File: src/rtl/disp_scan_ctrl.sv
// Display stage behind the calculator core: shadow-captures the core's digit stream, commits it
// atomically on busy->ready, and scans 8 common-anode 7-segment digits with LZB and an "Err" screen.
module disp_scan_ctrl #(
    parameter int SCAN_DIV  = 1000,
    parameter int BLANK_CYC = 2,
    parameter int LZB       = 1
) (
    input  logic       clock,
    input  logic       reset,
    input  logic [1:0] status,
    input  logic [3:0] data,
    input  logic [3:0] pos,
    output logic [7:0] an,
    output logic [6:0] seg,
    output logic       dp,
    output logic       frame_done,
    output logic       upd
);

    localparam int PW = (SCAN_DIV > 1) ? $clog2(SCAN_DIV) : 1;
    localparam logic [PW-1:0] PRESC_LAST = PW'(SCAN_DIV - 1);
    localparam logic [PW-1:0] BLANK_END  = PW'(BLANK_CYC);

    localparam logic [1:0] ST_ERROR = 2'b00;
    localparam logic [1:0] ST_BUSY  = 2'b01;
    localparam logic [1:0] ST_READY = 2'b10;

    localparam logic [6:0] SEG_BLANK = 7'h7F;
    localparam logic [6:0] SEG_E     = 7'h06;
    localparam logic [6:0] SEG_R     = 7'h2F;
    localparam logic [6:0] SEG_DASH  = 7'h3F;

    function automatic logic [6:0] glyph(input logic [3:0] d);
        case (d)
            4'd0:    glyph = 7'h40;
            4'd1:    glyph = 7'h79;
            4'd2:    glyph = 7'h24;
            4'd3:    glyph = 7'h30;
            4'd4:    glyph = 7'h19;
            4'd5:    glyph = 7'h12;
            4'd6:    glyph = 7'h02;
            4'd7:    glyph = 7'h78;
            4'd8:    glyph = 7'h00;
            4'd9:    glyph = 7'h10;
            default: glyph = SEG_DASH;
        endcase
    endfunction

    logic [7:0][3:0] shadow_q, shadow_d;
    logic [7:0][3:0] bank_q, bank_d;
    logic            err_q, err_d;
    logic [1:0]      status_q;
    logic [PW-1:0]   presc_q, presc_d;
    logic [2:0]      idx_q, idx_d;
    logic [7:0]      an_q, an_d;
    logic [6:0]      seg_q, seg_d;
    logic            fd_q, fd_d;
    logic            upd_q, upd_d;

    logic            commit;
    logic            wrap;
    logic [7:0]      lit;
    logic [6:0]      digit_seg;

    assign commit = (status_q == ST_BUSY) && (status == ST_READY);

    // Commit and capture are mutually exclusive: a commit edge always has status == ready.
    always_comb begin
        shadow_d = shadow_q;
        bank_d   = bank_q;
        err_d    = err_q;
        upd_d    = 1'b0;
        if (commit) begin
            bank_d   = shadow_q;
            shadow_d = '0;
            upd_d    = 1'b1;
        end else if ((status == ST_BUSY) && !pos[3]) begin
            shadow_d[pos[2:0]] = data;
        end
        if (status == ST_ERROR) begin
            err_d = 1'b1;
        end
    end

    always_comb begin
        wrap    = (presc_q == PRESC_LAST);
        presc_d = wrap ? '0 : presc_q + 1'b1;
        idx_d   = wrap ? idx_q + 3'd1 : idx_q;
        fd_d    = wrap && (idx_q == 3'd7);
    end

    // A digit is lit when it or any digit above it is nonzero; digit 0 always shows.
    always_comb begin
        lit = '0;
        for (int i = 0; i < 8; i++) begin
            lit[i] = (i == 0) || (LZB == 0);
            for (int j = i; j < 8; j++) begin
                if (bank_q[j] != 4'd0) begin
                    lit[i] = 1'b1;
                end
            end
        end
    end

    always_comb begin
        digit_seg = SEG_BLANK;
        if (err_q) begin
            case (idx_q)
                3'd2:       digit_seg = SEG_E;
                3'd1, 3'd0: digit_seg = SEG_R;
                default:    digit_seg = SEG_BLANK;
            endcase
        end else if (lit[idx_q]) begin
            digit_seg = glyph(bank_q[idx_q]);
        end
    end

    // Anodes stay off for the first BLANK_CYC clocks of each slot so the previous digit cannot ghost.
    always_comb begin
        an_d  = 8'hFF;
        seg_d = SEG_BLANK;
        if (presc_q >= BLANK_END) begin
            an_d  = ~(8'd1 << idx_q);
            seg_d = digit_seg;
        end
    end

    always_ff @(posedge clock or posedge reset) begin
        if (reset) begin
            shadow_q <= '0;
            bank_q   <= '0;
            err_q    <= 1'b0;
            status_q <= ST_READY;
            presc_q  <= '0;
            idx_q    <= '0;
            an_q     <= 8'hFF;
            seg_q    <= SEG_BLANK;
            fd_q     <= 1'b0;
            upd_q    <= 1'b0;
        end else begin
            shadow_q <= shadow_d;
            bank_q   <= bank_d;
            err_q    <= err_d;
            status_q <= status;
            presc_q  <= presc_d;
            idx_q    <= idx_d;
            an_q     <= an_d;
            seg_q    <= seg_d;
            fd_q     <= fd_d;
            upd_q    <= upd_d;
        end
    end

    assign an         = an_q;
    assign seg        = seg_q;
    assign dp         = 1'b1;
    assign frame_done = fd_q;
    assign upd        = upd_q;

endmodule

File: config.mk
export PLATFORM = sky130hd
export DESIGN_NAME = disp_scan_ctrl
export DESIGN_NICKNAME = d
export VERILOG_FILES = /design/src/rtl/disp_scan_ctrl.sv
export SDC_FILE = /design/constraint.sdc
export NUM_CORES = 1
export LEC_CHECK = 0
export CORE_MARGIN = 2
export CORE_UTILIZATION = 35
export DETAILED_ROUTE_END_ITERATION = 10
export HOLD_SLACK_MARGIN = 0.05
export PLACE_DENSITY = 0.5
export SLEW_MARGIN = 40
export SYNTH_ARGS = -nofsm -noshare
export SYNTH_HDL_FRONTEND = slang
export SYNTH_SLANG_ARGS = --single-unit
export TNS_END_PERCENT = 10
File: constraint.sdc
create_clock -name clock -period 4.85 [get_ports clock]
set_clock_uncertainty 0.1 [all_clocks]
set_input_delay 0.7275 -clock clock [delete_from_list [all_inputs] [get_ports clock]]
set_output_delay 0.7275 -clock clock [all_outputs]
set_load 0.01 [all_outputs]
==> After elaboration in Yosys (flattened, before gate mapping) <==
Memories as Yosys holds them, arrays and structs flattened.
Index checks and enable logic that the tools add are counted.
{ "word_totals": {"n_memories": 1, "word_cells": 100, "out_inout_bits": 18, "mem_bits_ro": 112, "inputBits": 12, "reg_bits": 97} }
{ "memory_table": {"columns": ["name", "depth", "width", "read_ports", "rd_clocked_by_memory_dff", "wr", "line_no", "rtl"], "rows": [
  ["(no name shown)", 16, 7, 1, 0, 0, "34", "case (d)"]
]} }
{ "classes": {"n_reduce_logical": 16, "eq_ne": 7, "muxes": 44, "n_addsub": 2, "order_cmp": 4, "bitwise": 1, "n_shift": 1} }
{ "op_table": {"columns": ["cell", "n"], "rows": [
  ["$mux 32", 2],
  ["$bwmux 32", 1],
  ["$mux 1", 30],
  ["$reduce_bool 4->1", 7],
  ["$mux 7", 3],
  ["$pmux 7 s2", 1],
  ["$bmux 4 s3", 1],
  ["$demux 4 s3", 1],
  ["$add 10x1->10 const B", 1],
  ["$eq 10x10->1 const B", 1],
  ["$ge 10x2->1 const B", 1],
  ["$mux 10", 1],
  ["$lt 3x4->1 const B", 2],
  ["$mux 4", 2],
  ["$mux 8", 1],
  ["$not 8->8", 1],
  ["$shl 1x3->8 const A", 1],
  ["$eq 2x1->1 const B", 2],
  ["$logic_and 1x1->1", 4],
  ["$add 3x1->3 const B", 1],
  ["$bmux 1 s3", 1],
  ["$eq 3x1->1 const B", 1],
  ["$eq 3x2->1 const B", 1],
  ["$eq 3x3->1 const B", 1],
  ["7 further kinds", 7]
]} }

==> Logic depth before layout (Yosys ltp) <==
{ "logic_depth": {"word_depth": 13, "mapped_depth": 9, "mapped_depth_nobuf": 7} }

==> Worst setup path before layout <==
Ideal clock, no wire load.
{ "synth_path": {"path_type": "register to register", "startpoint": "register idx_q[1]", "endpoint": "register seg_q[4] (netlist: seg[4])", "required_ns": 4.656, "period_less_slack_ns": 2.178, "setup_time_ns": 0.094, "stages_incl_launch_ff": 9, "path_slack_ns": 2.672, "arrival_time_ns": 1.984, "path_buffers": 2, "cell_sequence": "dfrtp_1 > buf_6 > buf_2 > mux2i_1 > mux4_2 > ha_1 > nor2_1 > a211oi_2 > o311ai_2"} }
{ "synth_between": {"elab_chain_cells": 6, "word_cells_on_any_way": 13, "classes_between": "eq/ne (2); mux (8); reduce/logical (2); memory (1)"} }
{ "synth_rtl": {"columns": ["item", "line_no", "rtl"], "rows": [
  ["start, declared", "54", "logic [2:0] idx_q, idx_d;"],
  ["start signal, assigned", "146", "idx_q <= idx_d;"],
  ["$bmux 4 s3", "114", "digit_seg = glyph(bank_q[idx_q]);"],
  ["$mux 4 (implied by the code)", "114", null],
  ["$mem_v2 16x7", null, null],
  ["$mux 7", "113", "end else if (lit[idx_q]) begin"],
  ["$mux 7 (*)", "107", "if (err_q) begin"],
  ["$mux 7 (*)", "122", "if (presc_q >= BLANK_END) begin"],
  ["named net seg_d[4]", "56", "logic [6:0] seg_q, seg_d;"],
  ["end signal, assigned", "148", "seg_q <= seg_d;"],
  ["end, declared", "56", null]
]} }
The timed path passes the listed nets; every way through them passes the cells marked *. The select of a mux whose other input is x is not followed.
A chain may end at the register's enable or synchronous reset.

==> Worst setup path in the final report <==
Ends and elaborated chain as after synthesis.

==> impl_metrics.yaml <==
outcome:
  status: "completed"
global_routing:
  grt_antenna_before_repair: 0
  grt_pass1_vias: 2785
  grt.overflow.total: 0
  grt_pass1_wl_mm: 15.1
  grt_usage: 0.141
  grt_max_degree: 71
setup_path:
  critPathLaunch: "idx_q[1]"
  worst_ep_arrival_time_ns: 2.69
  crit_path_end_kind: "register"
  crit_type: "reg2reg"
  crit_path_cell_trace: "mux2i_1 -> mux4_2 -> ha_1 -> nor2_1 -> a211oi_2 -> o311ai_2"
  slowest_delay_ns: 0.84
  r2r-start: "idx_q[1]"
  startpoint_type: "register"
  required_ns: 5.00
  cp_max_fo: 18
  slowest_stage: "dfrtp_1"
sta:
  period_needed_ns: 2.55
  drv_slew: 0
  worstMarginPinSlew_ns: 0.771
  post-route-period-util: 0.525
  finalSetupViolations: 0
  finalHoldViolCount: 0
  hold_slack_ns: 0.392
  slew_headroom: 0.486
  grt_setup_unrepaired: "false"
  fmax_mhz: 393
  setup-tns-final_ns: 0
die:
  ios: 30
  die_h_um: 118
  core-area_mm2: 0.0126
  dieWidth_um: 118
  dieArea_mm2: 0.0138
  rows: 41
  start_util: 0.358
synth:
  syn_area_per_cell_um2: 11.9
  syn-num-nets: 406
  synth_cell_types: 44
  ys_seq_elements: 97
  ys_warn_count: 0
  yosysSeqAreaShare: 0.542
  syn_inst: 381
  syn_area_mm2: 0.00452
cts:
  holdBufCountCts: 0
  cts_resized: 0
  clockBufferDepth: 2
  path_clk_slew_ns: 0.06
  cts_setup_buffers: 0
  clkSinkCount: 97
  cts_tree: "done"
  ctsHtreeMaxLevel: 3
  cts-root-buf: "clkbuf_16"
  cts-buffers-inserted: 9
  insertion_delay_ns: 0.35
placed_design:
  place_congestion: 0.785
  io_buffers: 28
  dp_hpwl_mm: 6.13
power_and_ir_drop:
  p_per_area_mw_per_mm2: 352
  peakVddDrop_uv: 217
  p_leak_nw: 2.45
cells_and_area:
  n_antenna_cell: 0
  drive_gt1_frac: 0.165
  synthToLayoutAreaGrowth_pct: 16.7
  regArea_mm2: 0.00245
  nets: 426
  multi_input_area_mm2: 0.00195
  nFillCells: 1233
route:
  wl_per_cell_um: 15.8
  drt_iter0_drc: 137
  drt_wl_total_mm: 9.09
  drt_first_pass_iters: 4
  viasPerCell: 4.87
  drc: 0
  num_vias: 2809
  drtAntennaViolNets: 0
flow_run:
  maxCapViolCount: 0
worst_hold_path:
  worstHoldStart: "shadow_q[12]"
  hold_path.class: "reg2reg"
-- registers in the layout, indices dropped and copies added (netlist names) --
signal / cells
err_q: 1
seg: 7
an: 8
presc_q: 10
shadow_q: 32
status_q: 2
upd: 1
frame_done: 1
bank_q: 32
idx_q: 3
-- power by group --
group | internal [W] | switching [W]
Combinational | 0.0000900 | 0.000104
Sequential | 0.000869 | 0.0000447
Clock | 0.000462 | 0.000284
-- path summary, 6_finish.rpt --
| check | slack, ns | to | cells past startpoint |
|---|---|---|---|
| max in group asynchronous | 3.06 | bank_q[13] | 3 |
| min | 0.39 | bank_q[12] | 1 |
| max reg2reg | 2.30 | seg[4] | 6 |
| min reg2reg | 0.39 | bank_q[12] | 1 |
| min in group asynchronous | 0.76 | frame_done | 2 |
| max | 2.30 | seg[4] | 6 |
-- cells in the final DEF, fill, tap and decap left out, drive strengths merged, types with 4 or more instances in the layout --
master and n:
dfstp 16, nor4 8, mux4 5, mux2i 38, nand3 20, o211ai 5, nor2 38, clkdlybuf4s50 28
xnor2 5, and3 7, inv 12, a21oi 13, nor2b 4, dfrtp 81, o21ai 8, nand2 29
mux2 32, clkbuf 12, ha 13
-- synth_stat cells, drive strengths merged --
| master | instances | area, um2 |
|---|---|---|
| a31oi | 2 | 18.8 |
| xnor2 | 5 | 43.8 |
| nor4bb | 2 | 20.0 |
| clkbuf | 9 | 33.8 |
| xor2 | 3 | 26.3 |
| and3 | 7 | 43.8 |
| inv | 12 | 45.0 |
| a21oi | 13 | 65.1 |
| mux4 | 5 | 113 |
| nand3 | 20 | 100 |
| nor4b | 2 | 23.8 |
| dfrtp | 81 | 2030 |
| o311ai | 1 | 16.3 |
| nor4 | 8 | 50.1 |
| a22oi | 1 | 7.51 |
| nand2 | 29 | 109 |
| dfstp | 16 | 420 |
| ha | 13 | 163 |
| o21ai | 8 | 40.0 |
| nand4b | 1 | 8.76 |
| or4 | 1 | 7.51 |
| and2 | 2 | 12.5 |
| o211ai | 5 | 37.5 |
| nand4 | 3 | 18.8 |
| buf | 13 | 76.3 |
| nor2b | 4 | 25.0 |
| nor2 | 38 | 143 |
| conb | 1 | 3.75 |
| mux2i | 38 | 405 |
| a21boi | 1 | 7.51 |
| nor3b | 1 | 12.5 |
| nor3 | 1 | 5.00 |
| and4 | 1 | 8.76 |
| mux2 | 32 | 360 |
| a211oi | 2 | 20.0 |
-- kinds of logic (layout without fill, tap and decap cells) --
logic type,Yosys count,after routing,synth area share
AOI/OAI and AO/OA,33,33,0.0471
xor gates and xnor gates,8,8,0.0155
adders and majority gates,13,13,0.0360
buffers and inverters,34,58,0.0343
DFF,97,97,0.542
muxes,75,75,0.194
other,1,1,0.000830
and+or+nand+nor,120,120,0.130
-- critical path, delay by kind of cell (launching register included) --
kind	cells	cell delay, ns
multiplexers	2	0.82
AND/OR/NAND/NOR	1	0.13
flip-flops	1	0.84
adder cells (fa/ha/maj)	1	0.24
AO/OA/AOI/OAI	2	0.31
-- area by class of cell --
cell class / instances / share of cell area
repair buffers: 31 / 0.0574
clock inverters: 3 / 0.0123
inverters: 12 / 0.00949
well taps: 172 / 0.0408
multi-input cells: 250 / 0.369
clock buffers: 12 / 0.0467
flip-flops and latches: 97 / 0.464
-- through the flow --
step,area (um2),instances,utilization,setup slack [ns],power [W]
5_1_grt,5270,577,0.418,2.11,0.00195
4_1_cts,5260,577,0.417,2.23,0.00189
3_3_place_gp,4940,562,0.392,1.90,0.00112
3_5_place_dp,4950,562,0.392,1.85,0.00112
2_1_floorplan,4520,381,-,1.52,0.00106
6_report,5270,577,0.418,2.30,0.00185
-- per-layer routing --
layer  global-route usage  share of wire  vias to the layer above  routed length [um]
met5                    0              0                        -                   0
met4               0.0429          0.012                        0                 112
met2                0.209           0.44                       47                4010
li1                     -              -                     1368                   -
met1                0.194           0.50                     1384                4530
met3               0.0475          0.048                       10                 437
No activity file was read; power rests on OpenSTA's default activity.
